[config.mk]
export PLATFORM = sky130hd
export DESIGN_NAME = rbm_batch_controller_flat
export DESIGN_NICKNAME = d
export VERILOG_FILES = /design/src/rtl/rbm_batch_controller_pkg.sv /design/src/rtl/rbm_batch_controller_if.sv /design/src/rtl/rbm_argmax_seq.sv /design/src/rtl/rbm_batch_controller.sv /design/src/flat_wrapper.sv
export SDC_FILE = /design/constraint.sdc
export NUM_CORES = 1
export LEC_CHECK = 0
export CAP_MARGIN = 15
export CORE_ASPECT_RATIO = 1.2
export CORE_MARGIN = 3
export CORE_UTILIZATION = 40
export DETAILED_ROUTE_END_ITERATION = 7
export GPL_ROUTABILITY_DRIVEN = 0
export RECOVER_POWER = 25
export SLEW_MARGIN = 20
export SYNTH_ARGS = -nofsm -noshare
export SYNTH_HDL_FRONTEND = slang
export SYNTH_SLANG_ARGS = --single-unit
[constraint.sdc]
create_clock -name clock -period 19 [get_ports clock]
set_input_delay 2.85 -clock clock [delete_from_list [all_inputs] [get_ports clock]]
set_output_delay 2.85 -clock clock [all_outputs]
set_load 0.01 [all_outputs]
[src/rtl/rbm_batch_controller_pkg.sv]
// Shared types for the RBM batch sequencer: FSM encoding and a state classifier.
package rbm_batch_controller_pkg;

  typedef enum logic [2:0] {
    S_IDLE,
    S_RST,
    S_LAUNCH,
    S_RUN,
    S_ARGMAX,
    S_REPORT,
    S_DONE
  } state_e;

  function automatic logic is_busy(state_e s);
    return (s != S_IDLE) && (s != S_DONE);
  endfunction

endpackage

[src/rtl/rbm_batch_controller_if.sv]
// Link between the batch controller and the RBM Main core.
interface rbm_batch_controller_if #(
  parameter int bitlength  = 12,
  parameter int output_dim = 10
);
  logic                            main_reset;
  logic                            main_data_valid;
  logic                            main_finish;
  logic [output_dim*bitlength-1:0] main_output_port;

  modport master (
    output main_reset, main_data_valid,
    input  main_finish, main_output_port
  );

  modport slave (
    input  main_reset, main_data_valid,
    output main_finish, main_output_port
  );
endinterface

[src/rtl/rbm_argmax_seq.sv]
// Sequential signed argmax: latches a packed vector on load, scans one element per cycle.
// done/index are valid together in the final scan cycle; ties keep the lowest index.
module rbm_argmax_seq #(
  parameter int output_dim      = 10,
  parameter int bitlength       = 12,
  parameter int label_bitlength = 4
) (
  input  logic                            clock,
  input  logic                            reset,
  input  logic                            load,
  input  logic [output_dim*bitlength-1:0] vec,
  output logic [label_bitlength-1:0]      index,
  output logic                            done
);

  localparam int IW = (output_dim > 1) ? $clog2(output_dim) : 1;
  localparam logic [IW-1:0] LAST = IW'(output_dim - 1);

  logic [output_dim*bitlength-1:0] vec_q, vec_d;
  logic signed [bitlength-1:0]     elems [output_dim];
  logic signed [bitlength-1:0]     best_q, best_d;
  logic [IW-1:0]                   cnt_q, cnt_d, best_idx_q, best_idx_d;
  logic                            run_q, run_d;
  logic                            take;

  for (genvar k = 0; k < output_dim; k++) begin : g_elem
    assign elems[k] = vec_q[k*bitlength +: bitlength];
  end

  // Element 0 seeds the running max unconditionally, so no sentinel value is needed.
  always_comb begin
    vec_d      = vec_q;
    best_d     = best_q;
    cnt_d      = cnt_q;
    best_idx_d = best_idx_q;
    run_d      = run_q;
    take       = (cnt_q == '0) || (elems[cnt_q] > best_q);
    if (load) begin
      vec_d = vec;
      cnt_d = '0;
      run_d = 1'b1;
    end else if (run_q) begin
      if (take) begin
        best_d     = elems[cnt_q];
        best_idx_d = cnt_q;
      end
      if (cnt_q == LAST) run_d = 1'b0;
      else               cnt_d = cnt_q + 1'b1;
    end
  end

  assign done  = run_q && (cnt_q == LAST);
  assign index = label_bitlength'(take ? cnt_q : best_idx_q);

  always_ff @(posedge clock or posedge reset) begin
    if (reset) begin
      vec_q      <= '0;
      best_q     <= '0;
      cnt_q      <= '0;
      best_idx_q <= '0;
      run_q      <= 1'b0;
    end else begin
      vec_q      <= vec_d;
      best_q     <= best_d;
      cnt_q      <= cnt_d;
      best_idx_q <= best_idx_d;
      run_q      <= run_d;
    end
  end

endmodule

[src/rtl/rbm_batch_controller.sv]
// Batch sequencer: runs Main once per stored image, classifies the output by argmax,
// scores it against the label and accumulates accuracy counters. All outputs registered.
module rbm_batch_controller
  import rbm_batch_controller_pkg::*;
#(
  parameter int bitlength       = 12,
  parameter int output_dim      = 10,
  parameter int image_num       = 100,
  parameter int index_bitlength = 7,
  parameter int label_bitlength = 4,
  parameter int count_bitlength = 16,
  parameter int rst_cycles      = 3,
  parameter int timeout_cycles  = 200000
) (
  input  logic                       clock,
  input  logic                       reset,
  input  logic                       start,
  output logic [index_bitlength-1:0] image_index,
  input  logic [label_bitlength-1:0] label,
  rbm_batch_controller_if.master     main,
  output logic [label_bitlength-1:0] predicted,
  output logic                       result_valid,
  output logic                       correct_flag,
  output logic [count_bitlength-1:0] correct_count,
  output logic [count_bitlength-1:0] image_count,
  output logic                       timeout_err,
  output logic                       busy,
  output logic                       done
);

  localparam int RC_W = (rst_cycles > 1) ? $clog2(rst_cycles) : 1;
  localparam int WD_W = $clog2(timeout_cycles + 1);

  state_e                     state_q, state_d;
  logic [RC_W-1:0]            rst_cnt_q, rst_cnt_d;
  logic [WD_W-1:0]            wdog_q, wdog_d;
  logic                       fin_prev_q, fin_prev_d;
  logic [index_bitlength-1:0] index_q, index_d;
  logic [label_bitlength-1:0] predicted_q, predicted_d;
  logic                       correct_flag_q, correct_flag_d;
  logic [count_bitlength-1:0] correct_count_q, correct_count_d;
  logic [count_bitlength-1:0] image_count_q, image_count_d;
  logic                       timeout_err_q, timeout_err_d;
  logic                       result_valid_q, result_valid_d;
  logic                       main_reset_q, main_reset_d;
  logic                       data_valid_q, data_valid_d;
  logic                       busy_q, busy_d;
  logic                       done_q, done_d;

  logic                       fin_edge;
  logic                       am_load;
  logic                       am_done;
  logic [label_bitlength-1:0] am_index;
  logic                       img_done;

  rbm_argmax_seq #(
    .output_dim     (output_dim),
    .bitlength      (bitlength),
    .label_bitlength(label_bitlength)
  ) u_argmax (
    .clock (clock),
    .reset (reset),
    .load  (am_load),
    .vec   (main.main_output_port),
    .index (am_index),
    .done  (am_done)
  );

  // fin_prev tracks finish in every state, so a level still high from the
  // previous image reaches RUN already "seen" and cannot fake an edge.
  assign fin_edge = main.main_finish & ~fin_prev_q;

  always_comb begin
    state_d         = state_q;
    rst_cnt_d       = rst_cnt_q;
    wdog_d          = wdog_q;
    fin_prev_d      = main.main_finish;
    index_d         = index_q;
    predicted_d     = predicted_q;
    correct_flag_d  = correct_flag_q;
    correct_count_d = correct_count_q;
    image_count_d   = image_count_q;
    timeout_err_d   = timeout_err_q;
    am_load         = 1'b0;
    img_done        = 1'b0;

    unique case (state_q)
      S_IDLE, S_DONE: begin
        if (start) begin
          correct_count_d = '0;
          image_count_d   = '0;
          timeout_err_d   = 1'b0;
          index_d         = '0;
          rst_cnt_d       = '0;
          state_d         = S_RST;
        end
      end
      S_RST: begin
        if (rst_cnt_q == RC_W'(rst_cycles - 1)) state_d = S_LAUNCH;
        else                                     rst_cnt_d = rst_cnt_q + 1'b1;
      end
      S_LAUNCH: begin
        wdog_d  = '0;
        state_d = S_RUN;
      end
      S_RUN: begin
        // A finish edge in the watchdog's last cycle still counts as a result.
        if (fin_edge) begin
          am_load = 1'b1;
          state_d = S_ARGMAX;
        end else if (wdog_q == WD_W'(timeout_cycles - 1)) begin
          timeout_err_d  = 1'b1;
          predicted_d    = '1;
          correct_flag_d = 1'b0;
          img_done       = 1'b1;
        end else begin
          wdog_d = wdog_q + 1'b1;
        end
      end
      S_ARGMAX: begin
        if (am_done) begin
          predicted_d    = am_index;
          correct_flag_d = (am_index == label);
          img_done       = 1'b1;
        end
      end
      S_REPORT: begin
        if (image_count_q == count_bitlength'(image_num)) begin
          state_d = S_DONE;
        end else begin
          index_d   = index_q + 1'b1;
          rst_cnt_d = '0;
          state_d   = S_RST;
        end
      end
      default: state_d = S_IDLE;
    endcase

    // Scoring lands with the REPORT entry so counters and result_valid appear together.
    if (img_done) begin
      state_d         = S_REPORT;
      image_count_d   = image_count_q + 1'b1;
      correct_count_d = correct_count_q + count_bitlength'(correct_flag_d);
    end

    result_valid_d = img_done;
    main_reset_d   = (state_d == S_RST);
    data_valid_d   = (state_d == S_RUN);
    busy_d         = is_busy(state_d);
    done_d         = (state_d == S_DONE);
  end

  always_ff @(posedge clock or posedge reset) begin
    if (reset) begin
      state_q         <= S_IDLE;
      rst_cnt_q       <= '0;
      wdog_q          <= '0;
      fin_prev_q      <= 1'b0;
      index_q         <= '0;
      predicted_q     <= '0;
      correct_flag_q  <= 1'b0;
      correct_count_q <= '0;
      image_count_q   <= '0;
      timeout_err_q   <= 1'b0;
      result_valid_q  <= 1'b0;
      main_reset_q    <= 1'b0;
      data_valid_q    <= 1'b0;
      busy_q          <= 1'b0;
      done_q          <= 1'b0;
    end else begin
      state_q         <= state_d;
      rst_cnt_q       <= rst_cnt_d;
      wdog_q          <= wdog_d;
      fin_prev_q      <= fin_prev_d;
      index_q         <= index_d;
      predicted_q     <= predicted_d;
      correct_flag_q  <= correct_flag_d;
      correct_count_q <= correct_count_d;
      image_count_q   <= image_count_d;
      timeout_err_q   <= timeout_err_d;
      result_valid_q  <= result_valid_d;
      main_reset_q    <= main_reset_d;
      data_valid_q    <= data_valid_d;
      busy_q          <= busy_d;
      done_q          <= done_d;
    end
  end

  assign main.main_reset      = main_reset_q;
  assign main.main_data_valid = data_valid_q;
  assign image_index          = index_q;
  assign predicted            = predicted_q;
  assign result_valid         = result_valid_q;
  assign correct_flag         = correct_flag_q;
  assign correct_count        = correct_count_q;
  assign image_count          = image_count_q;
  assign timeout_err          = timeout_err_q;
  assign busy                 = busy_q;
  assign done                 = done_q;

endmodule

[src/flat_wrapper.sv]
// flat-port wrapper written by rule: the top's interface ports become plain ports
module rbm_batch_controller_flat import rbm_batch_controller_pkg::*;
#(
  parameter int bitlength       = 12,
  parameter int output_dim      = 10,
  parameter int image_num       = 100,
  parameter int index_bitlength = 7,
  parameter int label_bitlength = 4,
  parameter int count_bitlength = 16,
  parameter int rst_cycles      = 3,
  parameter int timeout_cycles  = 200000
)
  (clock, reset, start, image_index, label, predicted, result_valid, correct_flag, correct_count, image_count, timeout_err, busy, done, main_main_reset, main_main_data_valid, main_main_finish, main_main_output_port);
  rbm_batch_controller_if #(.bitlength(bitlength), .output_dim(output_dim)) main_i ();
  input  logic clock;
  input  logic reset;
  input  logic start;
  output logic [index_bitlength-1:0] image_index;
  input  logic [label_bitlength-1:0] label;
  output logic [label_bitlength-1:0] predicted;
  output logic result_valid;
  output logic correct_flag;
  output logic [count_bitlength-1:0] correct_count;
  output logic [count_bitlength-1:0] image_count;
  output logic timeout_err;
  output logic busy;
  output logic done;
  output wire logic [$bits(main_i.main_reset)-1:0] main_main_reset;
  output wire logic [$bits(main_i.main_data_valid)-1:0] main_main_data_valid;
  input wire logic [$bits(main_i.main_finish)-1:0] main_main_finish;
  input wire logic [$bits(main_i.main_output_port)-1:0] main_main_output_port;
  assign main_main_reset = main_i.main_reset;
  assign main_main_data_valid = main_i.main_data_valid;
  assign main_i.main_finish = main_main_finish;
  assign main_i.main_output_port = main_main_output_port;
  rbm_batch_controller #(.bitlength(bitlength), .output_dim(output_dim), .image_num(image_num), .index_bitlength(index_bitlength), .label_bitlength(label_bitlength), .count_bitlength(count_bitlength), .rst_cycles(rst_cycles), .timeout_cycles(timeout_cycles)) u_core (.clock(clock), .reset(reset), .start(start), .image_index(image_index), .label(label), .main(main_i), .predicted(predicted), .result_valid(result_valid), .correct_flag(correct_flag), .correct_count(correct_count), .image_count(image_count), .timeout_err(timeout_err), .busy(busy), .done(done));
endmodule
==> results of run 1 <==
-- cells in the mapped netlist, drive strengths merged, types with 13 or more instances --
master	count
inv	38
nand2	71
o31ai	14
mux2	141
o211ai	16
clkbuf	29
o21ai	27
mux2i	15
a21oi	29
nand4	18
nand3	18
mux4	24
dfrtp	215
nor2	35
ha	22
or3	13
buf	14
-- flip-flops by register name, indices dropped and copies added, names as in the netlist, 2 cells and up --
name	flops
u_core.correct_count	16
u_core.image_count	16
u_core.image_index	7
u_core.predicted	4
u_core.rst_cnt_q	2
u_core.state_q	3
u_core.u_argmax.best_idx_q	4
u_core.u_argmax.best_q	12
u_core.u_argmax.cnt_q	4
u_core.u_argmax.vec_q	120
u_core.wdog_q	18
-- cell families after synthesis --
kind of cell               share of synthesized area (%)
muxes                                              21.69
DFF                                                51.21
AOI/OAI and AO/OA                                  9.362
xor gates and xnor gates                           1.334
and+or+nand+nor                                    10.52
buffers and inverters                              3.263
adders and majority gates                          2.620
-- stage by stage --
step	setup slack, ns	utilization, %	hold slack, ns	power [uW]	instances
3_3_place_gp	13.08	48.81	0.4566	1467	1341
6_report	11.19	52.03	0.4694	1939	1386
4_1_cts	13.56	51.94	0.4737	1965	1385
5_1_grt	10.14	52.03	0.4953	2074	1386
2_1_floorplan	10.27	-	0.4403	1270	872
3_5_place_dp	13.00	48.81	0.4586	1484	1341
-- power by group through the flow --
stage                     registers (uW)  logic (uW)  clock network (uW)
after detailed placement             729         756                   0
after CTS                            721         758                 485
after global placement               723         744                   0
after global routing                 743         824                 507
final                                722         744                 473
after floorplan                      688         582                   0
-- worst min-delay path by stage --
stage / end / cells after the start / slack, ns
2_1_floorplan: u_core.u_argmax.vec_q[72]$_DFFE_PP0P_ / 2 / 0.44
3_3_place_gp: u_core.u_argmax.vec_q[72]$_DFFE_PP0P_ / 2 / 0.46
3_5_place_dp: u_core.u_argmax.vec_q[72]$_DFFE_PP0P_ / 2 / 0.46
4_1_cts: u_core.u_argmax.vec_q[72]$_DFFE_PP0P_ / 2 / 0.47
5_1_grt: u_core.u_argmax.vec_q[72]$_DFFE_PP0P_ / 2 / 0.50
6_report: u_core.u_argmax.vec_q[72]$_DFFE_PP0P_ / 2 / 0.47
-- layout by cell type (no fill, tap or decap), types with 11 or more instances in the layout --
cell type / n
mux2_2: 141
o2bb2ai_1: 11
nand2_1: 71
or3_1: 12
ha_1: 22
mux4_2: 24
clkdlybuf4s50_1: 175
o211ai_1: 15
clkbuf_16: 25
nand3_1: 18
o21ai_0: 27
mux2i_1: 15
a21oi_1: 28
nand4_1: 18
a22oi_1: 12
nor2_1: 33
o31ai_1: 14
dfrtp_1: 214
inv_1: 36
-- routing by layer --
metal | vias to the layer above | share of wire (%) | track usage [%]
li1 | 3528 | - | -
met1 | 3683 | 43 | 23.40
met2 | 183 | 49 | 30.18
met3 | 33 | 6.4 | 4.356
met4 | 0 | 1.6 | 3.710
met5 | - | 0 | 0
-- critical path, stage by stage --
cell           delay (ns)
dlygate4sd3_1        0.54
clkinvlp_2           3.53
buf_4                1.15
-- layout make-up --
| cell class | count | area (um2) |
|---|---|---|
| clock inverters | 6 | 80.08 |
| clock buffers | 38 | 724.4 |
| well taps | 330 | 412.9 |
| inverters | 39 | 147.6 |
| repair buffers | 183 | 1837 |
| flip-flops and latches | 215 | 5381 |
| multi-input cells | 575 | 4791 |
| fillers | 2266 | 12330 |
==> results.py, run 1 <==
metrics = {
    "outcome": {
        "status": "complete, but fails checks",
        "violations": "capacitance limit, slew limit",
    },
    "cts": {
        "clkSlewWorstSetupHoldPaths_ns": 0.06,
        "max-clock-path-buffers": 3,
        "hold_buffers": 0,
        "cts_buffers": 25,
        "postCtsSetupBuffers": 0,
        "clk_latency_ns": 0.51,
        "ctsResizeCount": 0,
        "clkSinkCount": 215,
        "cts_root_buffer": "clkbuf_16",
        "htree_levels": 1,
        "cts_tree": "built",
    },
    "drt": {
        "post-route-drc-count": 0,
        "wl_per_cell_um": 18.15,
        "drt_iter0_markers": 296,
        "drt-vias-per-instance": 5.359,
        "ant_nets": 0,
        "vias": 7427,
        "routed_wl_mm": 25.15,
        "first_pass_iters": 4,
    },
    "flow_run": {
        "maxCapViolations": 1,
    },
    "sta": {
        "tns_ns": 0,
        "hold_viol": 0,
        "fin_crit_ns": 7.813,
        "drv_slew": 145,
        "rsz0062_at_grt": "no",
        "setup_violations": 0,
        "worst_pin_slew_ns": 6.447,
        "slew_headroom_pct": -332.1,
        "max_clock_freq_ghz": 0.1280,
        "clock_skew_ns": 0.01329,
        "finalCritPeriodShare_pct": 41.12,
    },
    "power": {
        "p_switching_uw": 637.9,
        "vdd_drop_max_uv": 70.22,
        "internal-power_uw": 1301,
        "combPwrFrac_pct": 38.4,
        "seqPwrFrac_pct": 37.2,
        "powerDensity_nw_per_um2": 145.0,
        "power_leakage_uw": 0.005627,
        "swShare_pct": 32.90,
        "clock_power_share_pct": 24.4,
    },
    "floorplan": {
        "core_area_um2": 25700,
        "start_util_pct": 40.87,
        "die_w_um": 153.9,
        "num_rows": 64,
        "dieArea_um2": 28250,
        "fp.dieH_um": 183.5,
        "ios": 178,
    },
    "setup_path": {
        "endpoint": "u_core.u_argmax.cnt_q[0]$_DFFE_PP0P_",
        "crit_required_ns": 19.45,
        "r2r-end": "u_core.correct_count[10]$_DFFE_PP0P_",
        "arrival_ns": 8.26,
        "cp-end-kind": "async pin",
        "cp-startpoint": "reset",
        "r2r-start": "u_core.u_argmax.cnt_q[0]$_DFFE_PP0P_",
        "regToRegSetupSlack_ns": 13.71,
        "cp-start-kind": "input port",
        "worstSetupPathType": "in -> async",
        "r2r_cells": 17,
        "worst-path-max-fanout": 144,
    },
    "place": {
        "portBuffers": 177,
        "place_area_um2": 12550,
        "hpwlAfterDp_mm": 17.54,
    },
    "global_routing": {
        "overflow": 0,
        "grt_pass1_wl_mm": 41.10,
        "antenna_found_initial": 0,
        "grt_pass1_vias": 7621,
        "grt_util_all_layers_pct": 17.79,
        "grt_start_max_net_pins": 145,
    },
    "yosys": {
        "synth_area_um2": 10510,
        "synth.top_cell.area_share_pct": 51.21,
        "synth-seq-cells": 215,
        "ys_warn_count": 0,
        "avgSynthCellArea_um2": 12.05,
        "synth_flop_cell": "dfrtp_1",
        "synth-async-reset-ratio_pct": 100.0,
        "synthDistinctLibCells": 70,
        "synth-edff-count": 0,
        "yosys-top-cells-area": "dfrtp_1, mux2_2, mux4_2",
        "syn-num-nets": 1022,
        "synth_top_cell_by_area": "dfrtp_1",
        "yosysSeqAreaShare_pct": 51.21,
        "syn_inst": 872,
    },
    "finish": {
        "drive_gt1_share_pct": 21.40,
        "final_net_count": 1189,
        "diodes": 0,
        "fin_area_um2": 13370,
        "area_delta_synth_final_pct": 27.31,
    },
    "hold_path": {
        "min_from": "u_core.u_argmax.vec_q[72]$_DFFE_PP0P_",
        "hold_path.class": "reg -> reg",
    },
}
Power figures use the tool's default switching activity.
==> inputs of run 2 (changes only) <==
clock period = 7.3 ns   (was 19 ns; I/O delays follow)
==> run 2 against run 1 <==
Against the previous run:
- the run still ends with capacitance limit, slew limit left
- global-route usage up 0.25 points
- combinational power rose to 2.6 times the previous value
- die area unchanged
- utilization down 0.19 points
- cell area down 0.36%
- critical path depth up 14
- worst hold slack better by 0.0045 ns
- routed wire length up 1.9%
- via count about the same
- power rose to 2.6 times the previous value
- critical endpoint is now u_core.correct_count[14]$_DFFE_PP0P_
==> results.py, run 2 (synthesis gave the netlist of run 1 again) <==
metrics = {
    "outcome": {
        "status": "complete, but fails checks",
        "violations": "capacitance limit, slew limit",
    },
    "floorplan": {
        "fp.dieH_um": 183.5,
        "start_util_pct": 40.87,
        "dieArea_um2": 28250,
        "ios": 178,
        "die_w_um": 153.9,
        "num_rows": 64,
        "core_area_um2": 25700,
    },
    "finish": {
        "area_delta_synth_final_pct": 26.86,
        "drive_gt1_share_pct": 21.50,
        "seq_area_um2": 5381,
        "fillCellCount": 2256,
        "multiInputGateArea_um2": 4780,
        "reg_top3": "u_core.u_argmax.vec_q (120), u_core.wdog_q (18)",
        "final_net_count": 1190,
        "largest_register_ffs": 120,
        "fin_cells": 1386,
        "top_register": "u_core.u_argmax.vec_q",
        "diodes": 0,
        "final_cell_mix": "dfrtp_1, clkdlybuf4s50_1, mux2_2",
        "layout_commonest_cell": "dfrtp_1",
    },
    "cts": {
        "max-clock-path-buffers": 3,
        "cts_buffers": 24,
        "postCtsSetupBuffers": 0,
        "cts_tree": "built",
        "clkSinkCount": 215,
        "clkSlewWorstSetupHoldPaths_ns": 0.06,
        "hold_buffers": 0,
        "cts_root_buffer": "clkbuf_16",
        "clk_latency_ns": 0.53,
        "ctsResizeCount": 0,
        "htree_levels": 1,
    },
    "drt": {
        "wl_per_cell_um": 18.49,
        "post-route-drc-count": 0,
        "ant_nets": 0,
        "drt-vias-per-instance": 5.355,
        "first_pass_iters": 4,
        "routed_wl_mm": 25.63,
        "drt_iter0_markers": 374,
        "vias": 7422,
    },
    "place": {
        "portBuffers": 177,
        "hpwlAfterDp_mm": 18.50,
        "placed_cells": 1343,
    },
    "setup_path": {
        "crit_top_cell": "ha_1",
        "regToRegSetupSlack_ns": 1.92,
        "cp_slowest_cell": "dfrtp_2",
        "worstSetupPathType": "reg -> reg",
        "r2r_cells": 17,
        "cp_num_buf_inv": 1,
        "cp_slowest_stage_delay_ns": 0.79,
        "cp-start-kind": "flop",
        "crit_chain": "buf_4 > mux4_2 > a22oi_1 > o2bb2ai_1 > ha_1 > nand4_1 > a211o_1 > a211oi_2 > or2_2 > a32o_1 > ha_1 > and2_1 > nand2_1 > nor2_1 > o21ai_0 > o211ai_1 > o31ai_1",
        "critPathTopFamily": "compound AO/OA/AOI/OAI gates",
        "cp-end-kind": "flop",
        "arrival_ns": 5.75,
        "r2r-end": "u_core.correct_count[14]$_DFFE_PP0P_",
        "crit_required_ns": 7.67,
        "worst-path-max-fanout": 24,
        "r2r-start": "u_core.u_argmax.cnt_q[0]$_DFFE_PP0P_",
    },
    "sta": {
        "rsz0062_at_grt": "no",
        "timing.hold.ws_ns": 0.4739,
        "max_clock_freq_ghz": 0.1859,
        "fin_crit_ns": 5.378,
        "clock_skew_ns": 0.02662,
        "finalCritPeriodShare_pct": 73.67,
        "setup_violations": 0,
        "drv_slew": 120,
        "slew_headroom_pct": -179.9,
        "worst_pin_slew_ns": 4.176,
        "hold_viol": 0,
        "tns_ns": 0,
    },
    "global_routing": {
        "grt_pass1_wl_mm": 41.54,
        "grt_pass1_vias": 7671,
        "grt_start_max_net_pins": 97,
        "antenna_found_initial": 1,
        "grt_util_all_layers_pct": 18.04,
        "overflow": 0,
    },
    "power": {
        "power_leakage_uw": 0.005610,
        "powerDensity_nw_per_um2": 374.5,
        "vdd_drop_max_uv": 227.6,
    },
    "hold_path": {
        "hold_path.class": "reg -> reg",
        "min_to": "u_core.u_argmax.vec_q[48]$_DFFE_PP0P_",
        "min_from": "u_core.u_argmax.vec_q[48]$_DFFE_PP0P_",
        "holdPathStages": 2,
    },
    "flow_run": {
        "maxCapViolations": 2,
    },
}
run 2: cell types whose count changed in the layout (fill, tap and decap cells not counted), sizes merged:
cell | before | now
clkbuf | 38 | 34
clkinv | 5 | 7
buf | 6 | 7
bufinv | 2 | 1
clkdlybuf4s50 | 175 | 174
clkinvlp | 1 | 2
dlygate4sd3 | 2 | 3
inv | 37 | 38
run 2: worst min-delay path: stages (launching register included):
cell and delay [ns]:
dfrtp_1 0.34, nand2_1 0.05, nand2_1 0.05
run 2: per-stage QoR:
step	setup slack, ns	cell area [um2]	power [uW]	util [%]
floorplan	0.3257	10510	3305	-
detailed placement	1.903	12560	3859	48.87
finish	1.922	13330	4991	51.84
CTS	1.856	13330	5055	51.86
global route	1.423	13330	5315	51.84
global placement	1.989	12560	3829	48.87
run 2: final cells by class:
| type | instances | share of cell area [%] |
|---|---|---|
| Timing Repair Buffer | 185 | 13.78 |
| Inverter | 39 | 1.108 |
| Sequential cell | 215 | 40.38 |
| Clock buffer | 33 | 5.061 |
| Tap cell | 330 | 3.098 |
| Clock inverter | 9 | 0.7042 |
| Multi-Input combinational cell | 575 | 35.87 |
run 2: how the worst max path moves through the flow:
| stage | from | depth (start not counted) | endpoint | slack (ns) |
|---|---|---|---|---|
| after detailed placement | u_core.u_argmax.cnt_q[0]$_DFFE_PP0P_ | 17 | u_core.correct_count[10]$_DFFE_PP0P_ | 1.90 |
| after CTS | u_core.u_argmax.cnt_q[0]$_DFFE_PP0P_ | 17 | u_core.correct_count[14]$_DFFE_PP0P_ | 1.86 |
| after global routing | u_core.u_argmax.cnt_q[0]$_DFFE_PP0P_ | 17 | u_core.correct_count[10]$_DFFE_PP0P_ | 1.42 |
| after floorplan | reset | 1 | u_core.busy$_DFF_PP0_ | 0.33 |
| after global placement | u_core.u_argmax.cnt_q[0]$_DFFE_PP0P_ | 17 | u_core.correct_count[10]$_DFFE_PP0P_ | 1.99 |
| final | u_core.u_argmax.cnt_q[0]$_DFFE_PP0P_ | 17 | u_core.correct_count[14]$_DFFE_PP0P_ | 1.92 |
run 2: report_power, final:
part | total, uW | internal (uW) | switching [uW] | leakage, uW
registers | 1910 | 1620 | 293 | 0.00274
clock network | 1170 | 685 | 490 | 0.000377
logic | 1910 | 1020 | 889 | 0.00249
run 2: routing by layer:
layer / GRT usage (%) / vias up / part of all wire [%]
li1: - / 3522 / -
met2: 31.06 / 182 / 50
met4: 5.265 / 2 / 2.7
met5: 0 / - / 0.051
met1: 23.54 / 3669 / 43
met3: 3.155 / 47 / 4.6
